## src/rtl/stim_spi_cmd_decoder.sv

```systemverilog
// stim_spi_cmd_decoder: 4-lane command SPI receiver with pending writes applied on trigger
module stim_spi_cmd_decoder #(
    parameter int CMD_W       = 16,
    parameter int SYNC_STAGES = 2
) (
    input  logic         CLK_i,
    input  logic         RST_i,
    input  logic         SCLK_i,
    input  logic         CSb_i,
    input  logic         RST_SLV_i,
    input  logic         TRG_SLV_i,
    input  logic [3:0]   MOSI_i,
    input  logic [1:0]   RD_LANE_i,
    input  logic [4:0]   RD_ADDR_i,
    output logic [7:0]   RD_AMP_o,
    output logic [127:0] ACTIVE_o,
    output logic         BIAS_SEL_o,
    output logic [6:0]   BIAS_AMP_o,
    output logic         WORD_VALID_o,
    output logic         APPLY_o,
    output logic         FRAME_ERR_o,
    output logic [7:0]   ERR_CNT_o
);
    localparam int CW = $clog2(CMD_W + 2);
    localparam logic [CW-1:0] FULL = CW'(CMD_W);
    localparam logic [CW-1:0] OVF  = CW'(CMD_W + 1);

    typedef enum logic [1:0] {IDLE, SHIFT, COMMIT} state_t;

    logic [SYNC_STAGES-1:0][7:0] sync_q;
    logic [2:0]                  prev_q;
    logic [7:0]                  s;
    logic                        sclk_rise, csb_fall, csb_rise, trg_rise, srst, commit;
    logic [3:0]                  mosi_s;

    state_t                      state_q;
    logic [CW-1:0]               cnt_q;
    logic [3:0][CMD_W-1:0]       sh_q;
    logic                        wv_q, fe_q;
    logic [7:0]                  err_q;

    logic [3:0]                  pv_q, pv_d;
    logic [3:0][CMD_W-1:0]       pw_q, pw_d;
    logic                        bv_q, bv_d;
    logic [7:0]                  bw_q, bw_d, bias_q;
    logic [3:0][31:0][7:0]       rf_q, rf_d;
    logic [7:0]                  rd_q;
    logic [127:0]                active_q, active_d;
    logic                        apply_q;

    assign s         = sync_q[SYNC_STAGES-1];
    assign mosi_s    = s[7:4];
    assign srst      = s[3];
    assign sclk_rise = s[0] & ~prev_q[0];
    assign csb_fall  = ~s[1] & prev_q[1];
    assign csb_rise  = s[1] & ~prev_q[1];
    assign trg_rise  = s[2] & ~prev_q[2];
    // A well-formed frame is latched into the pending slots on the detected CSb rise, so a
    // trigger detected in that same cycle already sees the new words.
    assign commit    = (state_q == SHIFT) && csb_rise && (cnt_q == FULL);

    // Synchronizer chains for every link input plus one edge-detect stage
    always_ff @(posedge CLK_i) begin
        if (!RST_i) begin
            sync_q <= '0;
            prev_q <= '0;
        end else begin
            sync_q[0] <= {MOSI_i, RST_SLV_i, TRG_SLV_i, CSb_i, SCLK_i};
            for (int i = 1; i < SYNC_STAGES; i++) sync_q[i] <= sync_q[i-1];
            prev_q <= s[2:0];
        end
    end

    // Frame FSM: shift lanes on SCLK rises, judge the bit count on CSb rise
    always_ff @(posedge CLK_i) begin
        if (!RST_i || srst) begin
            state_q <= IDLE;
            cnt_q   <= '0;
            sh_q    <= '0;
            wv_q    <= 1'b0;
            fe_q    <= 1'b0;
            if (!RST_i) err_q <= '0;
        end else begin
            wv_q <= 1'b0;
            fe_q <= 1'b0;
            case (state_q)
                IDLE: if (csb_fall) begin
                    state_q <= SHIFT;
                    cnt_q   <= '0;
                    sh_q    <= '0;
                end
                SHIFT: if (csb_rise) begin
                    state_q <= COMMIT;
                    wv_q    <= cnt_q == FULL;
                    fe_q    <= cnt_q != FULL;
                    if (cnt_q != FULL && err_q != 8'hFF) err_q <= err_q + 8'd1;
                end else if (sclk_rise && !s[1]) begin
                    for (int n = 0; n < 4; n++) sh_q[n] <= {sh_q[n][CMD_W-2:0], mosi_s[n]};
                    cnt_q <= (cnt_q == OVF) ? OVF : cnt_q + 1'b1;
                end
                default: begin
                    state_q <= csb_fall ? SHIFT : IDLE;
                    cnt_q   <= '0;
                    sh_q    <= '0;
                end
            endcase
        end
    end

    // Next pending state (commit merged first) and register-file writes on trigger
    always_comb begin
        rf_d = rf_q;
        bv_d = bv_q | (commit & ~sh_q[0][CMD_W-1]);
        bw_d = (commit && !sh_q[0][CMD_W-1]) ? {sh_q[0][CMD_W-2], sh_q[0][6:0]} : bw_q;
        for (int n = 0; n < 4; n++) begin
            pv_d[n] = pv_q[n] | (commit & sh_q[n][CMD_W-1]);
            pw_d[n] = (commit && sh_q[n][CMD_W-1]) ? sh_q[n] : pw_q[n];
            if (trg_rise && pv_d[n]) rf_d[n][pw_d[n][CMD_W-2 -: 5]] = pw_d[n][7:0];
        end
    end

    // Per-entry nonzero flags for the ACTIVE map
    always_comb begin
        active_d = '0;
        for (int l = 0; l < 4; l++)
            for (int a = 0; a < 32; a++) active_d[l*32+a] = |rf_q[l][a];
    end

    // Pending slots, register file, bias, write-first readback and ACTIVE
    always_ff @(posedge CLK_i) begin
        if (!RST_i || srst) begin
            pv_q     <= '0;
            pw_q     <= '0;
            bv_q     <= 1'b0;
            bw_q     <= '0;
            bias_q   <= '0;
            rf_q     <= '0;
            rd_q     <= '0;
            active_q <= '0;
            apply_q  <= 1'b0;
        end else begin
            pv_q     <= trg_rise ? 4'h0 : pv_d;
            pw_q     <= pw_d;
            bv_q     <= bv_d & ~trg_rise;
            bw_q     <= bw_d;
            bias_q   <= (trg_rise && bv_d) ? bw_d : bias_q;
            rf_q     <= rf_d;
            rd_q     <= rf_d[RD_LANE_i][RD_ADDR_i];
            active_q <= active_d;
            apply_q  <= trg_rise;
        end
    end

    assign RD_AMP_o     = rd_q;
    assign ACTIVE_o     = active_q;
    assign BIAS_SEL_o   = bias_q[7];
    assign BIAS_AMP_o   = bias_q[6:0];
    assign WORD_VALID_o = wv_q;
    assign APPLY_o      = apply_q;
    assign FRAME_ERR_o  = fe_q;
    assign ERR_CNT_o    = err_q;
endmodule

```

## config.mk

```make
export PLATFORM = sky130hd
export DESIGN_NAME = stim_spi_cmd_decoder
export DESIGN_NICKNAME = d
export VERILOG_FILES = /design/src/rtl/stim_spi_cmd_decoder.sv
export SDC_FILE = /design/constraint.sdc
export NUM_CORES = 2
export LEC_CHECK = 0
export ABC_AREA = 1
export ABC_CLOCK_PERIOD_IN_PS = 6000
export BUFFER_PORTS_ARGS = -buffer_cell sky130_fd_sc_hd__buf_2
export CELL_PAD_IN_SITES_DETAIL_PLACEMENT = 0
export CELL_PAD_IN_SITES_GLOBAL_PLACEMENT = 1
export CORE_MARGIN = 5
export CORE_UTILIZATION = 45
export CTS_CLUSTER_DIAMETER = 100
export DETAILED_ROUTE_END_ITERATION = 10
export PLACE_DENSITY = 0.88
export REMOVE_ABC_BUFFERS = 1
export SLEW_MARGIN = 0
export SYNTH_ARGS = -nofsm -noshare
export SYNTH_HDL_FRONTEND = slang
export SYNTH_SLANG_ARGS = --single-unit
```

## constraint.sdc

```tcl
create_clock -name CLK_i -period 6 [get_ports CLK_i]
set_input_delay 1.2 -clock CLK_i [delete_from_list [all_inputs] [get_ports CLK_i]]
set_output_delay 1.2 -clock CLK_i [all_outputs]
set_load 0.005 [all_outputs]
```

## Word level (Yosys, flattened, before mapping)

Cells that the tools add are included.
W data, S select, Z words.

- Register bits: 1342
- Bits of input ports: 17
- Logic and storage cells: 402

- Add/sub/neg operators: 2
- Order comparisons: 10
- Eq/ne operators: 10
- Multiplexer cells: 43
- Bitwise logic cells: 23
- Reductions and logical operators: 159

Operators with widths:

| cell | number |
|---|---|
| $mux W256 | 5 |
| $bwmux W256 | 4 |
| $reduce_or A8 Y1 | 128 |
| $bmux W256 S2 | 1 |
| $mux W64 | 3 |
| $demux W8 S5 | 4 |
| $pmux W64 S2 | 1 |
| $mux W8 | 11 |
| $mux W15 | 4 |
| $bmux W8 S5 | 1 |
| $lt A5 B6 Y1 const B | 5 |
| $ge A5 B1 Y1 const B | 4 |
| $mux W5 | 4 |
| $logic_and A1 B1 Y1 | 18 |
| $and A1 B1 Y1 | 10 |
| $eq A5 B5 Y1 const B | 2 |
| $pmux W5 S2 | 1 |
| $add A8 B1 Y8 const B | 1 |
| $ne A2 B2 Y1 const B | 4 |
| $ne A8 B8 Y1 const B | 1 |
| $not A1 Y1 | 8 |
| $reduce_bool A2 Y1 | 3 |
| $add A5 B1 Y5 const B | 1 |
| $ne A5 B5 Y1 const B | 1 |
| 15 further kinds | 22 |

## Depth between registers and ports, before layout

- Depth in word-level cells: 16
- Mapped depth: 24
- Mapped depth without buffers: 22

## Worst setup path before layout

No wires, ideal clock.

- Path kind: reg2reg
- Start point: reg cnt_q[0]
- End point: reg rd_q[3], in the netlist RD_AMP_o[3]
- Library setup time: 113 ps
- Arrival time: 2724 ps
- Data required time: 5887 ps
- Path slack: 3164 ps
- Stages on the path, launching flop included: 24
- Buffers on the path: 3
- Clock period less this slack: 2836 ps
- Path through: dfxtp_1 inv_1 ha_1 nand2_2 nor2_8 nand3_2 buf_4 nand2_1 nand2_1 nand2_1 nor2_1 buf_2 nand2_2 buf_2 o21ai_0 nand2_1 nand3_1 nand3_1 nand3_1 nand3_1 nand3_1 nand2_1 nor2_1 nor2_1

- Longest elaborated chain between the ends: 14
- Elaborated cells between the ends (all ways): 54
- Those cells by class: 8 x order compare; 1 x eq/ne; 24 x mux; 8 x bitwise; 13 x reduce/logical

RTL lines:

| item | RTL line | RTL |
|---|---|---|
| from (decl) | 37 | `logic [CW-1:0] cnt_q;` |
| from (signal assigned) | 99 | `cnt_q <= (cnt_q == OVF) ? OVF : cnt_q + 1'b1;` |
| $eq A5 B5 Y1 * | 60 | `assign commit = (state_q == SHIFT) && csb_rise && (cnt_q == FULL);` |
| $logic_and A1 B1 Y1 * | 60 |  |
| $logic_and A1 B1 Y1 | 117 | `pw_d[n] = (commit && sh_q[n][CMD_W-1]) ? sh_q[n] : pw_q[n];` |
| $mux W15 | 117 |  |
| $lt A5 B6 Y1 (implied by the code) or $ge A5 B1 Y1 (tied branches) | 118 | `if (trg_rise && pv_d[n]) rf_d[n][pw_d[n][CMD_W-2 -: 5]] = pw_d[n][7:0];` |
| $logic_and A1 B1 Y1 (implied by the code) | 118 |  |
| $mux W8 (implied by the code) | 118 |  |
| $demux W8 S5 | 118 |  |
| $bwmux W256 | 118 |  |
| $mux W256 | 118 |  |
| $bmux W256 S2 * | 148 | `rd_q <= rf_d[RD_LANE_i][RD_ADDR_i];` |
| $mux W256 (implied by the code) * | 148 |  |
| $bmux W8 S5 * | 148 |  |
| $mux W8 (implied by the code) * | 148 |  |
| to (signal assigned) | 148 |  |
| to (decl) | 47 | `logic [7:0] rd_q;` |

Every way passes the cells marked *; elsewhere a longest branch is shown, timed or not. The select of a mux whose other input is x is not followed.
A chain may end at the register's enable or synchronous reset.

## Final worst setup path

- Start point: reg cnt_q[1]
- End point: reg rd_q[7], in the netlist RD_AMP_o[7]

The elaborated chain is that of the path after synthesis.

==> summary.txt <==
Clock tree
  • Hold-fix buffers, CTS: 0
  • Clk_lat worst skew: 0.82 ns
  • H-tree Lvls: 4
  • CTS tree: built
  • CTS root buffer: clkbuf_16
  • Reg clk slew, reported paths: 0.06 ns
  • Max clock buf depth: 3
  • Post-CTS sizing: 0
  • CTS sink cnt: around 1300
  • Inserted Clock Buffers: 150
  • Post-CTS Repair Setup Buffers: 0

Drt
  • Drt drc: 0
  • Drt pass-1 iters: 8
  • Via count: between 60000 and 70000
  • Avg WL per Cell: about 24 µm
  • DRT Wirelength: approximately 250 mm
  • Drt initial violations: 9377
  • ANT nets after route: 0
  • DR vias/cell: between 5 and 6

GRT
  • Initial antenna violation count: 18
  • Busiest grt layer: met2
  • Met1 usage: 0.457
  • Grt met2 use: 0.510
  • Grt total ovfl: 0
  • GR met3 Demand/Resource: 0.0734
  • Gr usage total: 0.341
  • Maximum number of pins on one net before global-route repair: 177
  • Global-route wire length before repair: 366 mm
  • Vias in the first global route: 56404

Die
  • Die Y: roughly 380 µm
  • Core area: 0.133 mm²
  • I/O pin cnt: roughly 170
  • Rows: 134
  • Die X: 376 µm
  • Initial Utilization: 0.452
  • Die ar.: 0.141 mm²

Critical path
  • Critical Path Start Type: flip-flop
  • CP Capture Type: flip-flop
  • Largest fanout on the critical path: 32
  • Reg2reg setup slack: 0.96 ns
  • RR Endpoint: RD_AMP_o[7]$_SDFF_PP0_
  • CP startpoint: cnt_q[1]$_SDFFE_PP0P_
  • Setup crit end: RD_AMP_o[7]$_SDFF_PP0_
  • Reg2reg start: cnt_q[1]$_SDFFE_PP0P_
  • Worst Path Required: around 6.7 ns
  • CP arrival: 5.73 ns
  • Reg2Reg Depth: 20
  • Crit Path Class: reg -> reg

Placement
  • Routability cong.: 0.972
  • HPWL Detailed: 165 mm
  • IO buf count: 171
  • Area after DPL: approximately 0.062 mm²

STA
  • RSZ-0062 raised after global routing: false
  • Slew Viols, Final: 0
  • Final min period: ~5 ns
  • Slew headroom: 0.137
  • Worst-Margin Slew: around 1.3 ns
  • Fin Clk Skew: 0.0269 ns
  • Final period util: 0.840
  • Setup violations, final: 0
  • Final Hold Viols: 0
  • FMAX: 198 MHz

Power and ir drop
  • Peak supply drop: 299 µV
  • Pwr Density: slightly below 300 mW/mm²
  • Leakage power: around 0.029 µW

Run
  • Max_cap viols: 0

Layout
  • Post-layout util: 0.506
  • Layout cell share with drive strength beyond 1: 0.0756
  • Area Growth Syn to Fin: 11.8%
  • Design area: 0.0674 mm²
  • Fill cells: approximately 13000
  • Layout Nets: between 8000 and 9000

Yosys
  • Synth cell types: 36
  • Syn. warnings: 0
  • Synthesis-stage register bit count: 1334
  • Post-synthesis sequential area ratio: 0.444
  • Mean Syn Cell Area: about 6.8 µm²
  • Cell Area, Synth: 0.0603 mm²
  • Mapped Cells: around 8900

Worst hold path
  • Worst hold path type: reg -> reg

Outcome
  • Outcome: completed
[logic make-up after synthesis]
kind of cell               synth area share
and+or+nand+nor                       0.365
adders and majority gates          0.000830
AOI/OAI and AO/OA                     0.110
muxes                               0.00133
xor gates and xnor gates           0.000145
DFF                                   0.444
buffers and inverters                0.0783
[flip-flops by register name, summed over array words and instances, names as in the netlist, 4 cells and up]
name,flops
cnt_q,5
sync_q,8
sh_q,64
bw_q,8
rf_q,1024
ERR_CNT_o,8
pv_q,4
bias_q,8
ACTIVE_o,128
s,8
pw_q,52
RD_AMP_o,8
[final cells by class]
cell class	count	area (µm²)	share of cell area
flip-flops and latches	1334	26800	0.397
diodes	4	10.0	0.000148
multi-input cells	6358	28900	0.429
inverters	574	2190	0.0324
clock inverters	44	608	0.00902
repair buffers	306	2150	0.0319
clock buffers	228	4550	0.0675
well taps	1768	2210	0.0328
[cell usage after synthesis (all sizes together)]
library cell  count  area, µm²
nand2          2243       8450
nand3          1737       8720
dfxtp          1326      26500
nor2            793       3130
a21oi           749       3770
inv             570       2140
o21ai           513       2620
buf             309       1440
clkbuf          300       1130
nor4            256       1600
o21a             33        248
nand4            16        100
edfxtp            8        240
mux2i             8       80.1
clkinv            4       15.0
ha                4       50.1
a211oi            2       15.0
nor3              1       5.00
o31ai             1       7.51
o41ai             1       8.76
xnor2             1       8.76
[where the power goes]
group / switching, µW / total [µW] / leakage, µW / internal (µW)
Clock: 3930 / 9690 / 0.00254 / 5760
Sequential: 13.8 / 8900 / 0.0108 / 8880
Combinational: 826 / 1100 / 0.0154 / 278
[per-layer routing]
| metal | wire length (µm) | vias to the layer above |
|---|---|---|
| li1 | - | 29206 |
| met1 | 101000 | 29311 |
| met5 | 138 | - |
| met4 | 15900 | 4 |
| met3 | 27800 | 707 |
| met2 | 108000 | 3644 |
[worst min-delay path by stage]
| stage | slack, ns | startpoint | endpoint | depth (start not counted) |
|---|---|---|---|---|
| after floorplan | 0.39 | sync_q[0]$_SDFF_PN0_ | s[0]$_SDFF_PN0_ | 2 |
| after global placement | 0.40 | sync_q[5]$_SDFF_PN0_ | s[5]$_SDFF_PN0_ | 2 |
| after detailed placement | 0.40 | sync_q[5]$_SDFF_PN0_ | s[5]$_SDFF_PN0_ | 2 |
| after CTS | 0.42 | sync_q[5]$_SDFF_PN0_ | s[5]$_SDFF_PN0_ | 2 |
| after global routing | 0.44 | s[2]$_SDFF_PN0_ | prev_q[2]$_SDFF_PN0_ | 2 |
| final | 0.41 | sync_q[5]$_SDFF_PN0_ | s[5]$_SDFF_PN0_ | 2 |
[through the flow]
stage	setup WS [ns]	hold slack (ns)	cells	TNS, ns	power, µW
2_1_floorplan	-6.34	0.390	8266	-7547.18	9720
3_3_place_gp	1.27	0.401	10340	0	10200
3_5_place_dp	1.19	0.400	10340	0	10200
4_1_cts	1.16	0.417	10612	0	19700
5_1_grt	0.694	0.440	10612	0	20200
6_report	0.960	0.413	10616	0	19700
[worst max-delay path, stage by stage, from the launching register on]
cell,delay (ns)
dfxtp_1,0.33
inv_1,0.11
ha_1,0.19
nand2_2,0.10
nor2_8,0.30
nand3_4,0.38
a21oi_2,0.38
nand2_1,0.15
nor2_2,0.65
buf_4,0.41
nand2_1,0.33
o21ai_0,0.33
nand2_1,0.08
nand3_1,0.13
nand3_1,0.11
nand3_1,0.22
nand3_1,0.17
nand3_1,0.11
nand3_1,0.11
nand2_1,0.24
nor2_1,0.06
[cell usage in the layout (no fill, tap or decap), types with 10 or more instances in the layout]
cell type	instances
nand2_1	2232
nand3_1	1734
dfxtp_1	1326
a21oi_1	746
nor2_1	743
inv_1	552
o21ai_1	277
nor4_1	256
o21ai_0	229
buf_2	168
clkbuf_16	156
buf_4	115
nor2_2	39
clkbuf_8	39
clkbuf_1	34
o21a_2	26
clkinv_2	21
buf_12	21
nand4_1	16
inv_2	14
bufinv_16	12
nand2_2	11
nor2_4	10
Power figures use the tool's default switching activity.
